[src/rtl/bi_mem_tp_wm_clr.sv]
//==============================================================================
// Module   : bi_mem_tp_wm_clr
// Brief    : 1R/1W write-masked memory with write-first forwarding, zero reads
//            for out-of-range addresses and a sequential hardware clear engine.
// Revision : 1.0 - initial release
//==============================================================================
`default_nettype none

module bi_mem_tp_wm_clr #(
    parameter int               WIDTH          = 32,
    parameter int               HEIGHT         = 64,
    parameter int               MASK           = 4,
    parameter int               READ_LATENCY   = 1,
    parameter bit               CLEAR_ON_RESET = 1'b1,
    parameter logic [WIDTH-1:0] CLEAR_VALUE    = '0
) (
    input  logic                       clk_i,
    input  logic                       rst_i,
    input  logic                       clear_i,
    output logic                       ready_o,
    input  logic                       readEnable_i,
    input  logic [$clog2(HEIGHT)-1:0]  readAddr_i,
    output logic                       readValid_o,
    output logic [WIDTH-1:0]           readData_o,
    input  logic                       writeEnable_i,
    input  logic [MASK-1:0]            writeMask_i,
    input  logic [$clog2(HEIGHT)-1:0]  writeAddr_i,
    input  logic [WIDTH-1:0]           writeData_i
);

    localparam int                c_AW     = $clog2(HEIGHT);
    localparam int                c_CHUNK  = (WIDTH + MASK - 1) / MASK;
    localparam int                c_REST   = WIDTH - (MASK - 1) * c_CHUNK;
    localparam logic [c_AW:0]     c_HEIGHT = (c_AW + 1)'(HEIGHT);
    localparam logic [c_AW-1:0]   c_LAST   = c_AW'(HEIGHT - 1);

    generate
        if (c_REST <= 0) begin : g_bad_rest
            $error("bi_mem_tp_wm_clr: MASK leaves no bits for the last chunk");
        end
        if (READ_LATENCY != 1 && READ_LATENCY != 2) begin : g_bad_latency
            $error("bi_mem_tp_wm_clr: READ_LATENCY must be 1 or 2");
        end
        if (HEIGHT < 2) begin : g_bad_height
            $error("bi_mem_tp_wm_clr: HEIGHT must be at least 2");
        end
    endgenerate

    typedef enum logic [0:0] {
        ST_CLEAR = 1'b0,
        ST_READY = 1'b1
    } state_t;

    localparam state_t c_RST_STATE = CLEAR_ON_RESET ? ST_CLEAR : ST_READY;

    logic [WIDTH-1:0] r_mem [HEIGHT];
    state_t           r_state;
    logic             r_ready;
    logic [c_AW-1:0]  r_cnt;

    logic [WIDTH-1:0] w_bitmask;
    logic [WIDTH-1:0] w_rd_old;
    logic [WIDTH-1:0] w_rd_word;
    logic             w_rd_in;
    logic             w_wr_in;
    logic             w_rd_acc;
    logic             w_wr_acc;
    logic             w_fwd;

    logic             r_v1;
    logic [WIDTH-1:0] r_d1;

    // Expand the per-chunk mask to a per-bit mask; the last chunk absorbs REST bits.
    generate
        for (genvar i = 0; i < WIDTH; i++) begin : g_bitmask
            assign w_bitmask[i] = writeMask_i[i / c_CHUNK];
        end
    endgenerate

    assign w_rd_in  = ({1'b0, readAddr_i}  < c_HEIGHT);
    assign w_wr_in  = ({1'b0, writeAddr_i} < c_HEIGHT);
    assign w_rd_acc = r_ready & readEnable_i;
    assign w_wr_acc = rst_i & r_ready & writeEnable_i & w_wr_in;
    assign w_fwd    = w_wr_acc & (writeAddr_i == readAddr_i);

    assign w_rd_old  = w_rd_in ? r_mem[readAddr_i] : '0;
    assign w_rd_word = w_fwd ? ((w_rd_old & ~w_bitmask) | (writeData_i & w_bitmask))
                             : w_rd_old;

    always_ff @(posedge clk_i or negedge rst_i) begin
        if (!rst_i) begin
            r_state <= c_RST_STATE;
            r_ready <= ~CLEAR_ON_RESET;
            r_cnt   <= '0;
        end else begin
            case (r_state)
                ST_CLEAR: begin
                    if (r_cnt == c_LAST) begin
                        r_state <= ST_READY;
                        r_ready <= 1'b1;
                        r_cnt   <= '0;
                    end else begin
                        r_cnt   <= r_cnt + 1'b1;
                    end
                end
                ST_READY: begin
                    if (clear_i) begin
                        r_state <= ST_CLEAR;
                        r_ready <= 1'b0;
                        r_cnt   <= '0;
                    end
                end
                default: begin
                    r_state <= ST_CLEAR;
                    r_ready <= 1'b0;
                    r_cnt   <= '0;
                end
            endcase
        end
    end

    // Storage is deliberately not reset; the clear engine provides the known state.
    always_ff @(posedge clk_i) begin
        if (rst_i && r_state == ST_CLEAR) begin
            r_mem[r_cnt] <= CLEAR_VALUE;
        end else if (w_wr_acc) begin
            r_mem[writeAddr_i] <= (r_mem[writeAddr_i] & ~w_bitmask)
                                | (writeData_i & w_bitmask);
        end
    end

    always_ff @(posedge clk_i or negedge rst_i) begin
        if (!rst_i) begin
            r_v1 <= 1'b0;
            r_d1 <= '0;
        end else begin
            r_v1 <= w_rd_acc;
            if (w_rd_acc) begin
                r_d1 <= w_rd_word;
            end
        end
    end

    generate
        if (READ_LATENCY == 2) begin : g_lat2
            logic             r_v2;
            logic [WIDTH-1:0] r_d2;

            always_ff @(posedge clk_i or negedge rst_i) begin
                if (!rst_i) begin
                    r_v2 <= 1'b0;
                    r_d2 <= '0;
                end else begin
                    r_v2 <= r_v1;
                    if (r_v1) begin
                        r_d2 <= r_d1;
                    end
                end
            end

            assign readValid_o = r_v2;
            assign readData_o  = r_d2;
        end else begin : g_lat1
            assign readValid_o = r_v1;
            assign readData_o  = r_d1;
        end
    endgenerate

    assign ready_o = r_ready;

endmodule

`default_nettype wire

[config.mk]
export PLATFORM = sky130hd
export DESIGN_NAME = bi_mem_tp_wm_clr
export DESIGN_NICKNAME = d
export VERILOG_FILES = /design/src/rtl/bi_mem_tp_wm_clr.sv
export SDC_FILE = /design/constraint.sdc
export NUM_CORES = 2
export LEC_CHECK = 0
export ABC_AREA = 0
export CORE_MARGIN = 4
export CORE_UTILIZATION = 30
export DETAILED_ROUTE_END_ITERATION = 8
export PLACE_DENSITY_LB_ADDON = 0.05
export SLEW_MARGIN = 10
export SYNTH_ARGS = -nofsm -noshare
export SYNTH_HDL_FRONTEND = slang
export SYNTH_SLANG_ARGS = --single-unit
[constraint.sdc]
create_clock -name clk_i -period 6 [get_ports clk_i]
set_input_delay 0.9 -clock clk_i [delete_from_list [all_inputs] [get_ports clk_i]]
set_output_delay 0.9 -clock clk_i [all_outputs]
set_load 0.02 [all_outputs]
==> flow_summary.toml <==
[yosys]
synth_compound_area_share_pct = 3.46
synth_xor_area_share_pct = 0.0634
synthAdderAreaFrac_pct = 0.0129
synthArstFlopShare_pct = 1.96
ys_ff_latch = 2089
synth_top_family_by_area = "multiplexers"
synthTopCellsByArea = "edfxtp_1 (64%), mux4_2 (26%), a22oi_1 (1.3%)"
syn_nets = 4684
syn-instance-count = 4630
yosysTopAreaCell = "edfxtp_1"
yosysWarnings = 0
ys_seq_area_share_pct = 64.6
synth_ff_type = "edfxtp_1"
netlist-cell-type-count = 69
avgSynthCellArea_um2 = 20.9
syn_area_um2 = 96700
synth-edff-count = 2048
yosysTopAreaCellShare_pct = 63.6
synth-simple-area-share_pct = 1.88
synth_mux_area_share_pct = 27.8

[setup_path]
cp_cell_sequence = "nand2_4, buf_4, nor3_1, a32oi_1, o21ai_4, buf_4"
critPathMaxFanout = 44
r2r_end = "r_mem[49][26]$_DFFE_PP_"
crit_slowest_cell = "nor3_1"
critPathKind = "flop to flop"
cp-start-kind = "flop"
r2r_start = "r_state$_DFF_PN0_"
cp_data_required_time_ns = 6.67
cp-end-kind = "flop"
r2r_slack_ns = 1.84
cp.arrival_ns = 4.83
crit_path_max_incr_delay_ns = 1.14
cpMostUsedCell = "buf_4"
rr_worst_depth = 6

[power]
p_leak_nw = 37.3
swShare_pct = 25.9
switchingPower_mw = 9.20
p_comb_share_pct = 10.9
ir_drop_v = 0.000199
power_frac_seq_pct = 46.4
power_density_nw_per_um2 = 314
p_int_mw = 26.4
clkPwrFrac_pct = 42.6

[clock_network]
cts_resized = 0
cts_hold_buffers = 0
cts_setup_buffers = 0
clock-sinks = 2089
cts_buffer_depth = 4
clk_pin_slew_worst_paths_ns = 0.06
cts_root_buf = "clkbuf_16"
htree_levels = 5
cts_tree = "done"
cts_buffers = 264
insertion_delay_ns = 0.90

[min_path]
worstHoldPathType = "primary input to asynchronous set/reset pin"

[detailed_routing]
vias = 55600
viasPerCell = 5.88
drc = 0
drt-pass1-iter-count = 6
drt-initial-drc-count = 6432
routed_wl_mm = 418
wl_per_cell_um = 44.2
ant_nets = 0

[timing]
tns_ns = 0
hold_viol_final = 0
post-route-min-period_ns = 4.16
max_freq_ghz = 0.240
timing.final.crit_share_pct = 69.4
slew_viol_final = 0
tightest_slew_ns = 1.40
fin_worst_skew_ns = 0.0527
finalSetupViolCount = 0
rsz0062_at_grt = "false"
relSlewSlack_pct = 6.21

[global_route]
grt_pass1_wl_mm = 552
grt.total_usage_pct = 24.8
grt_max_degree = 93
grt_overflow = 0
grt_pass1_vias = 57600
antenna_found_initial = 44

[place]
dpl.hpwl_mm = 248
gp_congestion = 0.795
port-buffer-count = 86
dp.cells = 8975

[floorplan]
die_w_um = 576
start_util_pct = 30.1
die_area_um2 = 332000
die_h_um = 576
ioPinCount = 87
coreArea_um2 = 321000
rows = 208

[run]
drv_cap = 0

[cells_and_area]
final_cell_mix = "edfxtp_1 (2,048), mux4_2 (1,133), clkbuf_16 (272), buf_4 (269), a22oi_1 (163)"
layout_commonest_cell = "edfxtp_1"
finalNonFillerCells = 9449
area_delta_synth_final_pct = 17.0
nets = 4991
drive_above_1_share_pct = 38.4

[outcome]
status = "complete, no violations"
kinds of logic after synthesis:
kind of cell,after synthesis
AO/OA/AOI/OAI,495
flip-flops,2089
XOR/XNOR,7
AND/OR/NAND/NOR,382
buffers and inverters,385
multiplexers,1271
adder cells (fa/ha/maj),1
how the worst max path moves through the flow:
stage | start | to | slack, ns | cells past startpoint
2_1_floorplan | writeAddr_i[1] | r_mem[0][10]$_DFFE_PP_ | 0.05 | 9
3_3_place_gp | writeAddr_i[0] | r_mem[20][31]$_DFFE_PP_ | 1.05 | 7
3_5_place_dp | writeAddr_i[0] | r_mem[17][31]$_DFFE_PP_ | 1.09 | 7
4_1_cts | r_state$_DFF_PN0_ | r_mem[51][26]$_DFFE_PP_ | 2.00 | 6
5_1_grt | r_state$_DFF_PN0_ | r_mem[54][26]$_DFFE_PP_ | 1.78 | 6
6_report | r_state$_DFF_PN0_ | r_mem[49][26]$_DFFE_PP_ | 1.84 | 6
metal layers:
layer	vias to the layer above	wire length [um]	GRT usage, %
met2	2435	200000	40.4
li1	21100	-	-
met5	-	0	0
met4	0	16600	8.99
met1	31400	175000	33.4
met3	634	26600	4.42
synth_stat cells, drive strengths merged (38+ instances only):
library cell / number
dfrtp: 41
nand2: 89
o21ai: 46
buf: 236
nor2b: 40
mux4: 1133
nand3: 38
edfxtp: 2048
mux2i: 118
a211oi: 39
clkbuf: 136
nor2: 119
a22oi: 163
a21oi: 129
power groups by stage:
stage	Clock (mW)	Combinational (mW)	Sequential, mW
2_1_floorplan	0	1.95	16.8
3_3_place_gp	0	3.95	16.8
3_5_place_dp	0	3.93	16.8
4_1_cts	15.6	3.94	16.5
5_1_grt	16.2	4.02	16.5
6_report	15.2	3.89	16.5
metrics by stage:
stage | util, % | instance area, um^2 | total power, mW | hold WS [ns] | setup slack [ns]
2_1_floorplan | - | 96700 | 18.7 | 0.527 | 0.0527
3_3_place_gp | 32.7 | 105000 | 20.8 | 0.519 | 1.05
3_5_place_dp | 32.7 | 105000 | 20.7 | 0.522 | 1.09
4_1_cts | 35.2 | 113000 | 36.0 | 0.0948 | 2.00
5_1_grt | 35.2 | 113000 | 36.7 | 0.119 | 1.78
6_report | 35.3 | 113000 | 35.6 | 0.157 | 1.84
cell type report:
class | instances | area [um^2]
Fill cell | 29900 | 208000
Sequential cell | 2089 | 62500
Multi-Input combinational cell | 2156 | 33100
Clock buffer | 348 | 7180
Tap cell | 4305 | 5390
Timing Repair Buffer | 413 | 4090
Clock inverter | 118 | 857
Inverter | 13 | 48.8
Antenna cell | 7 | 17.5
registers in the layout (all words and copies together), names as in the netlist:
name and cells:
r_state 1, r_cnt 6, ready_o 1, r_mem 2048
readValid_o 1, readData_o 32
critical path, delay by kind of cell, from the launching register on:
family,cells,cell delay [ns]
AND/OR/NAND/NOR,2,1.47
buffers and inverters,2,0.74
AO/OA/AOI/OAI,2,0.86
flip-flops,1,0.75
Note: power is estimated with default switching activity, not from simulation.
